**config.mk**
```make
export PLATFORM = sky130hd
export DESIGN_NAME = hazard_ctrl
export DESIGN_NICKNAME = d
export VERILOG_FILES = /design/src/rtl/hazard_ctrl.sv
export SDC_FILE = /design/constraint.sdc
export NUM_CORES = 1
export LEC_CHECK = 0
export ABC_AREA = 1
export CORE_MARGIN = 2
export CORE_UTILIZATION = 42
export CTS_BUF_LIST = sky130_fd_sc_hd__clkbuf_16
export DETAILED_ROUTE_END_ITERATION = 16
export GPL_ROUTABILITY_DRIVEN = 0
export PLACE_DENSITY = 0.86
export SETUP_SLACK_MARGIN = 0.4
export SLEW_MARGIN = 25
export SYNTH_ARGS = -nofsm -noshare
export SYNTH_HDL_FRONTEND = slang
export SYNTH_SLANG_ARGS = --single-unit
```
**constraint.sdc**
```tcl
create_clock -name clk -period 4.1 [get_ports clk]
set_input_delay 0.82 -clock clk [delete_from_list [all_inputs] [get_ports clk]]
set_output_delay 0.82 -clock clk [all_outputs]
set_load 0.01 [all_outputs]
```
**src/rtl/hazard_ctrl.sv**
```systemverilog
// hazard_ctrl: sequencing controller for the 5-stage MIPS pipeline. It handles load-use
//   stalls, branch/jump squashes, and a full-pipeline freeze with timeout on data-memory waits.
// Latency: control outputs are Mealy, i.e. combinational from state and inputs in the same
//   cycle. mem_timeout, stall_count and flush_count are registered.
// Backpressure: mem_ready low freezes PC, IF/ID, ID/EX, EX/MEM and MEM/WB. After WAIT_TIMEOUT
//   wait cycles the block enters a sticky error state, which only rst_n clears.
// Ports:
//   clk, rst_n        clock (rising edge), asynchronous active-low reset
//   id_rs/id_rt/id_uses_rt, ex_mem_read/ex_rt   load-use detection operands
//   ex_jump, mem_branch_taken                    wrong-path squash requests
//   mem_req, mem_ready                           data-memory handshake
//   pc_write, ifid_write, ifid_flush, idex_write, idex_bubble, exmem_flush, pipe_freeze
//   mem_timeout                                  sticky timeout flag
//   stall_count, flush_count                     saturating performance counters
// Optional macro HAZ_PERF_CNT_EN: when it is defined, the performance counters are built.
//   When it is undefined, both counters read 0. Control behaviour is the same in both cases.
module hazard_ctrl #(
   parameter int WAIT_TIMEOUT = 15,
   parameter int CNT_W        = 16
) (
   input  logic             clk,
   input  logic             rst_n,
   input  logic [4:0]       id_rs,
   input  logic [4:0]       id_rt,
   input  logic             id_uses_rt,
   input  logic             ex_mem_read,
   input  logic [4:0]       ex_rt,
   input  logic             ex_jump,
   input  logic             mem_branch_taken,
   input  logic             mem_req,
   input  logic             mem_ready,
   output logic             pc_write,
   output logic             ifid_write,
   output logic             ifid_flush,
   output logic             idex_write,
   output logic             idex_bubble,
   output logic             exmem_flush,
   output logic             pipe_freeze,
   output logic             mem_timeout,
   output logic [CNT_W-1:0] stall_count,
   output logic [CNT_W-1:0] flush_count
);

   typedef enum logic [1:0] {RUN, MEM_WAIT, ERR} state_t;

   state_t     state, state_nxt;
   logic [7:0] wait_cnt, wait_cnt_nxt;
   logic       to_err;
   logic       lu, mem_wait, freeze;

   // Register $zero is never a real destination, so a load into it cannot create a hazard.
   assign lu = ex_mem_read && (ex_rt != 5'd0) &&
               ((ex_rt == id_rs) || (id_uses_rt && (ex_rt == id_rt)));
   assign mem_wait = mem_req & ~mem_ready;
   assign freeze   = ((state == RUN) && mem_wait) ||
                     ((state == MEM_WAIT) && !mem_ready) ||
                     (state == ERR);

   // Next state and wait counter.
   // wait_cnt counts freeze cycles. The RUN cycle that first sees the wait is cycle 1.
   always_comb begin
      state_nxt    = state;
      wait_cnt_nxt = wait_cnt;
      to_err       = 1'b0;
      case (state)
         RUN: begin
            if (mem_wait) begin
               state_nxt    = MEM_WAIT;
               wait_cnt_nxt = 8'd1;
            end
         end
         MEM_WAIT: begin
            if (mem_ready) begin
               state_nxt    = RUN;
               wait_cnt_nxt = 8'd0;
            end else if (wait_cnt == 8'(WAIT_TIMEOUT)) begin
               state_nxt = ERR;
               to_err    = 1'b1;
            end else begin
               wait_cnt_nxt = wait_cnt + 8'd1;
            end
         end
         default: state_nxt = ERR;
      endcase
   end

   // Pipeline controls. The priority order is freeze, then flush, then stall.
   always_comb begin
      pc_write    = 1'b1;
      ifid_write  = 1'b1;
      ifid_flush  = 1'b0;
      idex_write  = 1'b1;
      idex_bubble = 1'b0;
      exmem_flush = 1'b0;
      pipe_freeze = 1'b0;
      if (freeze) begin
         pc_write    = 1'b0;
         ifid_write  = 1'b0;
         idex_write  = 1'b0;
         pipe_freeze = 1'b1;
      end else if (mem_branch_taken) begin
         ifid_flush  = 1'b1;
         idex_bubble = 1'b1;
         exmem_flush = 1'b1;
      end else if (ex_jump) begin
         // The jump is already in EX and is architecturally valid. Only IF and ID are wrong-path.
         ifid_flush  = 1'b1;
         idex_bubble = 1'b1;
      end else if (lu) begin
         pc_write    = 1'b0;
         ifid_write  = 1'b0;
         idex_bubble = 1'b1;
      end
      // While reset is held, load nops everywhere so the pipeline drains clean.
      if (!rst_n) begin
         pc_write    = 1'b0;
         ifid_write  = 1'b0;
         idex_write  = 1'b0;
         ifid_flush  = 1'b1;
         idex_bubble = 1'b1;
         exmem_flush = 1'b1;
         pipe_freeze = 1'b0;
      end
   end

   always_ff @(posedge clk or negedge rst_n) begin
      if (!rst_n) begin
         state       <= RUN;
         wait_cnt    <= 8'd0;
         mem_timeout <= 1'b0;
      end else begin
         state       <= state_nxt;
         wait_cnt    <= wait_cnt_nxt;
         mem_timeout <= mem_timeout | to_err;
      end
   end

`ifdef HAZ_PERF_CNT_EN
   logic flush_evt, stall_evt;
   assign flush_evt = ~freeze & (mem_branch_taken | ex_jump);
   assign stall_evt = ~freeze & ~mem_branch_taken & ~ex_jump & lu;

   always_ff @(posedge clk or negedge rst_n) begin
      if (!rst_n) begin
         stall_count <= '0;
         flush_count <= '0;
      end else begin
         if (stall_evt && (stall_count != {CNT_W{1'b1}}))
            stall_count <= stall_count + CNT_W'(1);
         if (flush_evt && (flush_count != {CNT_W{1'b1}}))
            flush_count <= flush_count + CNT_W'(1);
      end
   end
`else
   assign stall_count = '0;
   assign flush_count = '0;
`endif

endmodule

```
==> impl_summary.md, run 1 <==
Timing
In the finished design, the share of the clock period the worst path needs comes to 0.828. The final hold violation count is 0. Setup repair after global routing left no endpoint under its margin.

The setup slack after layout is between 0.7 and 0.8 ns. The total negative slack is 0 ns. The count of pins over their slew limit is 0.

The final critical path time including I/O delays and setup is around 3.4 ns. Derived from the worst setup path, the maximum achievable clock frequency is slightly below 0.3 GHz. Clock skew on the completed layout was measured at 0.000614 ns. Setup violations remaining at the end of the flow were counted as 0.

Routing
Dividing the detail-routed wire length by the instance count gives 9.25 µm. In the routed layout, each cell is associated on average with a via count of approximately 4.3. In this run the remaining antenna-violating nets after routing total 0.

Before antenna repair, the detailed router went through 4 iterations. The via total after detailed routing is a little over 1,000. The DRC violation count after routing is 0. The DRC marker count from the first detailed-route iteration is 31.

Summed over all layers, the routed wires come to approximately 2.2 mm.

Synthesis
The area share of the largest cell type after synthesis is 0.242. The count of warnings emitted by yosys is 0. After technology mapping, the gate count stands at 180.

The largest area contributor in the netlist is dfrtp_1. The post-synthesis compound-gate area fraction is 0.0726. By area the synthesized netlist is led by dfrtp_1 24%, buf_4 22%, nand2_1 16%, inv_1 9.2%, nor2_1 4.6%. After synthesis, the share of flip-flops with an asynchronous set or reset is 1.00. Yosys mapped the design onto 24 distinct sky130hd cell types. Of the total synthesized cell area, the portion taken by AND, OR, NAND and NOR gates is 0.329.

The leading register cell type out of synthesis is dfrtp_1. The register area share after synthesis is 0.242. The synthesized design contains 11 register bits. Of the total synthesized cell area, the portion taken by XOR and XNOR cells is 0.0154. The post-synthesis cell area is between 1000 and 1500 µm². The multiplexer fraction of the synthesized cell area is 0. The post-synthesis share of cell area spent on full adders, half adders and majority gates is 0.0110.

The number of enable flip-flop cells after synthesis is 0. The largest family of logic cells by synthesized area is simple AND/OR/NAND/NOR gates. Yosys instantiated no cell more often than nand2_1. The commonest cells after synthesis are 48 x nand2_1, 33 x buf_4, 28 x inv_1. The per-instance average area after synthesis is approximately 6.3 µm².

Pwr
The power consumption is about 350 µW. In this run the static leakage power is roughly 0.76 nW. The worst-case IR drop observed on VDD is around 320 µV. Power spread over the standard cell area amounts to approximately 250 nW/µm².

Run status
The run finished with clean final reports.

Die
The floorplan step defined a die boundary enclosing about 3100 µm². In this run the horizontal extent of the chip is between 50 and 60 µm. 63 I/O pins were placed. The initial standard-cell utilization of the core is 0.451. The floorplan step defined a core boundary enclosing about 2500 µm².

The standard-cell row count is 18. The die boundary height is between 50 and 60 µm.

Clock network
CTS saw 11 sinks. The longest clock path from root to sink contains 2 buffers. After clock tree synthesis, the clock-pin slew on the worst setup and hold paths is about 0.04 ns. The hold-fix buffer count after cts is 0. The quantity of gates resized following cts is 0. The number of setup buffers added after CTS is 0. The total clock buffers created by CTS is 3. The clock tree root driver cell is clkbuf_16. The number of H-tree levels is 1. Clock latency on the worst-skew pair, taken at its later pin, is 0.24 ns.

TritonCTS built the clock tree.

Placement
The count of placed standard cells including taps is roughly 240. The worst slack at placement is between 0.7 and 0.8 ns. Summed over all nets, the half-perimeter wirelength after detailed placement is about 1.8 mm.

The count of buffers added on input and output ports is 30.

Global route
The first global-routing pass estimated ~3.8 mm of wire. For this run, the total global-route usage over all layers was measured as 0.152. The pin count of the biggest net entering global routing is 14. The via count of the first global-routing pass was 883. Global routing finished with a remaining overflow of 0. The initial antenna violation count was 0.

Run
The tool flagged a number of max-cap violations equal to 0.

Critical path
The critical register-to-register path startpoint is wait_cnt[0]. The endpoint required time on the critical path is 3.28 ns. On the worst path, the slowest cell contributes a delay of approximately 0.61 ns.

Grouping stages by cell kind, the critical path spends the most delay in buffers and inverters. The most critical setup path has its startpoint at mem_ready. For the worst setup path, the data arrival time is around 2.6 ns. The type of origin of the critical path is an input pin. The critical path goes through clkdlybuf4s50_1 > inv_2 > nand2_1 > nand2_2 > nand2_1 > nor2_1 > o21ai_0 > clkdlybuf4s50_1.

The setup path with the least slack is of type input pin to output port. The setup slack of the worst register-to-register path is between 2 and 2.5 ns. The buffers plus inverters on the worst setup path is 3. The standard cell with the maximum stage delay on the critical path is clkdlybuf4s50_1. Along the worst path, the maximum fanout reaches 7. The element type at the critical path end is an output port.

Final layout
The area added between synthesis and finish is 24.8%. The count of cells in the finished layout, fillers not included, comes to 242. The total number of nets in the final design is roughly 240. The number of antenna diodes is 0. Of the cells placed in the final design, the portion with a size suffix greater than 1 is 0.0566. Measured on the finished design, the core utilization comes to 0.563.

Hold path
The worst min-delay path startpoint is mem_timeout. The path class of the tightest hold or removal check is register to register.
## power breakdown
group / switching [mW] / internal, mW
sequential: 0 / 0.109
combinational: 0.0355 / 0.0301
clock: 0.0480 / 0.128
## cells by family after synthesis
kind of cell	Yosys count
buffers and inverters	64
xor gates and xnor gates	2
adders and majority gates	1
and+or+nand+nor	86
AOI/OAI and AO/OA	15
other	1
DFF	11
## stage by stage
stage	instance area, µm²	hold slack (ns)
2_1_floorplan	1250	0.480
3_3_place_gp	1340	0.453
3_5_place_dp	1340	0.449
4_1_cts	1420	0.470
5_1_grt	1420	0.502
6_report	1420	0.465
## sequential cells by signal (all words and copies together) (netlist names)
register and flops:
mem_timeout 1, state 2, wait_cnt 8
## layer usage
layer / routed length (µm) / up-vias / GRT usage / share of wire
met5: 0 / - / 0 / 0
met4: 37 / 0 / 0.0612 / 0.017
met3: 133 / 6 / 0.0326 / 0.059
met2: 1040 / 34 / 0.249 / 0.47
met1: 1020 / 433 / 0.195 / 0.46
li1: - / 558 / - / -
## worst reg2reg max path, cell delays in order (launching register included)
cell and delay, ns:
dfrtp_1 0.42, ha_1 0.26, nand3_2 0.13, nor2_2 0.07, a21oi_2 0.40, inv_1 0.11, nand2_1 0.07, nand2_1 0.05
## final cells by class
| cell class | instances | area, µm² |
|---|---|---|
| Inverter | 30 | 113 |
| Sequential cell | 11 | 275 |
| Clock buffer | 3 | 75.1 |
| Fill cell | 228 | 1100 |
| Clock inverter | 1 | 3.75 |
| Tap cell | 30 | 37.5 |
| Timing Repair Buffer | 31 | 308 |
| Multi-Input combinational cell | 136 | 607 |
## cells in the final DEF, fill, tap and decap left out
cell type	count
nor3b_1	1
nand3_1	9
a21oi_1	1
o21ai_0	6
nor2_2	1
nand4_1	7
conb_1	32
nor2_1	14
nand2_2	2
xnor2_1	1
inv_1	29
nor3_1	2
a21oi_2	1
buf_4	1
nand2_1	48
o21ai_1	6
dfrtp_1	11
xor2_1	1
clkdlybuf4s50_1	30
clkbuf_16	3
or2_2	1
nand3_2	1
inv_2	2
ha_1	1
o32ai_1	1
## path summary, 6_finish.rpt
path | end | cells past startpoint
hold reg to reg | mem_timeout | 2
hold / removal | mem_timeout | 2
setup / recovery | idex_bubble | 8
setup reg to reg | wait_cnt[4] | 7
max in group asynchronous | mem_timeout | 2
min in group asynchronous | wait_cnt[3] | 2
Note: power is estimated with default switching activity, not from simulation.
==> inputs of run 2 (changes only) <==
- CORE_UTILIZATION: 42 -> 39
- PLACE_DENSITY: 0.86 -> 0.81
- clock period: 4.1 -> 3.6 ns (I/O delays scaled with it)
==> run 2 against run 1 <==
  * Worst setup slack got worse by 0.14 ns
  * Combinational power increased by 13%
  * Highest routed layer unchanged
  * Largest power group unchanged
  * Die area up 7.1%
==> impl_summary.md, run 2 (synthesis gave the netlist of run 1 again) <==
Run status
Status: complete, no violations (unchanged).

Hold path
The number of instances on the worst hold path is 2 (unchanged). The path category of the worst min-delay check is register to register (unchanged).

Critical path
The buffers plus inverters on the worst setup path is 4 (was 3). The element type at the critical path end is an output port (unchanged). Cell-by-cell listing of the critical path: clkdlybuf4s50_1 > inv_1 > nand2_1 > nand2_1 > nor2_1 > nand3_1 > nand2_1 > nand3_1 > nand2_1 > inv_1 > clkdlybuf4s50_1 (was clkdlybuf4s50_1 > inv_2 > nand2_1 > nand2_2 > nand2_1 > nor2_1 > o21ai_0 > clkdlybuf4s50_1). The cell type group with the largest total delay on the critical path was buffers and inverters (unchanged).

The number of cells on the worst reg-to-reg path is 7 (unchanged). The worst setup path category is input pin to output port (unchanged). Counting stages on the worst path, the most repeated cell is nand2_1. The critical-path maximum fanout came to 3 (was 7). The type of origin of the critical path is an input pin (unchanged).

The endpoint required time on the critical path is 2.88 ns (was 3.28 ns). The number of cells on the critical path is 11 (was 8). The standard cell with the maximum stage delay on the critical path is clkdlybuf4s50_1 (unchanged). The largest stage delay on the critical path is 0.50 ns (was 0.61 ns).

The setup slack of the worst register-to-register path is 1.97 ns (was 2.48 ns). The critical path arrival is 2.31 ns (was 2.57 ns).

Clock network
The total clock buffers created by CTS is 3 (unchanged). The buffers inserted during post-CTS setup optimization is 0 (unchanged). The clock tree root driver cell is clkbuf_16 (unchanged). The number of sinks handled by clock tree synthesis is 11 (unchanged). The TritonCTS clock tree is done (unchanged).

The number of H-tree levels is 1 (unchanged). The number of buffers on the longest clock path came to 2 (unchanged). The clock insertion delay at the later pin of the skew report is 0.23 ns (was 0.24 ns).

The clock transition time at the flip-flop clock pins of the worst setup and hold paths is 0.04 ns (about the same).

Final layout
The most common cell after layout, fill and taps aside is nand2_1 (unchanged). The number of antenna diodes came to 0 (unchanged). The fill cell total of the finished layout was 265 (was 228). Leading cell types in the layout, fill and taps excluded: 48 x nand2_1, 32 x conb_1, 28 x inv_1, 27 x clkdlybuf4s50_1, 14 x nor2_1 (was 48 x nand2_1, 32 x conb_1, 30 x clkdlybuf4s50_1, 29 x inv_1, 14 x nor2_1). The share of layout cells above drive strength 1 is 0.0613 (was 0.0566). The flip-flop count of the largest register after layout is 8 (unchanged). The total number of nets in the final design was 237 (unchanged).

The largest register by flop count was wait_cnt (unchanged). Largest registers: wait_cnt x8, state x2, mem_timeout x1 (unchanged). The final design area excluding fillers is 1430 µm² (was 1420 µm²). The area added between synthesis and finish is 25.6% (was 24.8%).

Pwr
The leakage dissipation is 0.791 nW (was 0.764 nW). The total power divided by cell area was 279 nW/µm² (was 247 nW/µm²). The worst voltage drop across the vdd grid is 366 µV (was 317 µV).

Timing
The final critical path time including I/O delays and setup is just over 3 ns. The worst setup skew after layout is 0.00115 ns (was 0.000614 ns). The final setup violation count came to 0 (unchanged). The highest clock rate is between 0.3 and 0.4 GHz. The total negative slack is 0 ns (unchanged).

The final hold violation count was 0 (unchanged). Setup repair after global routing missed its margin: no (unchanged). The period utilization is 0.843. The count of pins over their slew limit is 0 (unchanged).

Routing
The DRC marker count from the first detailed-route iteration came to 23 (was 31). The number of antenna-violating nets in the routed design was 0 (unchanged). The average wire per standard cell is 9.66 µm (was 9.25 µm). The via total after detailed routing is 1,050 (was 1,031). The overall routed net length is 2.35 mm (was 2.24 mm). The number of iterations in the first detailed-routing pass was 4 (unchanged). The detail-routed via count per cell is 4.32 (was 4.26). The DRC violation count after routing is 0 (unchanged).

Die
The standard-cell row count came to 19 (was 18). The x dimension of the die was 58 µm (was 56.0 µm). The die boundary height is 58 µm (was 56.0 µm).

The initial standard-cell utilization of the core was 0.412 (was 0.451). The number of primary I/O pins came to 63 (unchanged). The standard cell core area is 2760 µm² (was 2520 µm²). The die area was 3360 µm² (was 3140 µm²).

Global route
The overall track demand over capacity in global routing is 0.141 (was 0.152). The global-route congestion overflow total is 0 (unchanged). The initial antenna violation count was 0 (unchanged). The wire length of the first global-routing pass is 3.71 mm (was 3.83 mm).

The via count of the first global-routing pass is 858 (was 883). The pin count of the biggest net entering global routing is 13 (was 14).

Placement
The cell area after placement is 1340 µm² (about the same). The number of buffers inserted by port buffering is 30 (unchanged). The post-detailed-placement half-perimeter wirelength came to 1.98 mm (was 1.81 mm).

Run
The max-capacitance violation count was 0 (unchanged).
[run 2: path summary, 6_finish.rpt]
kind / start / end
worst min register to register: mem_timeout / mem_timeout
worst min-delay path: mem_timeout / mem_timeout
min in group asynchronous: rst_n / wait_cnt[4]
max in group asynchronous: rst_n / wait_cnt[0]
worst max-delay path: ex_rt[3] / pc_write
worst max register to register: wait_cnt[0] / wait_cnt[4]
[run 2: final cells by class]
class	count	area [µm²]	area share
clock buffer	3	75.1	0.0525
sequential	11	275	0.193
clock inverter	1	5.00	0.00350
tap	31	38.8	0.0271
timing repair buffer	31	315	0.221
multi-input combinational	136	607	0.425
inverter	30	113	0.0788
[run 2: report_power, final]
part	switching (mW)	internal, mW
logic	0.0405	0.0339
clock network	0.0535	0.147
registers	0	0.124
[run 2: timing repair]
item,CTS,global route
setup endpoints to repair,0,5
hold buffers,0,0
hold endpoints to repair,0,0
gates resized for setup,0,3
[run 2: through the flow]
| step | worst slack [ns] | hold slack (ns) | std cells | util | power [mW] |
|---|---|---|---|---|---|
| after floorplan | 1.42 | 0.424 | 211 | - | 0.187 |
| after global placement | 0.458 | 0.452 | 239 | 0.486 | 0.200 |
| after detailed placement | 0.412 | 0.452 | 239 | 0.486 | 0.200 |
| after CTS | 0.409 | 0.474 | 243 | 0.515 | 0.402 |
| after global routing | 0.412 | 0.491 | 243 | 0.518 | 0.418 |
| final | 0.565 | 0.468 | 243 | 0.518 | 0.399 |
[run 2: per-layer routing]
metal	track usage	part of all wire	vias to the layer above	wire length (µm)
met5	0	0	-	0
met4	0.0399	0.016	0	38
met3	0.0446	0.065	4	152
met2	0.239	0.49	45	1150
met1	0.173	0.43	445	1000
li1	-	-	556	-
[run 2: worst register-to-register path, cell delays in order, from the launching register on]
cell     delay, ns
dfrtp_1       0.41
ha_1          0.25
nand3_2       0.13
nor2_2        0.07
a21oi_2       0.42
inv_1         0.12
nand2_1       0.08
nand2_1       0.05
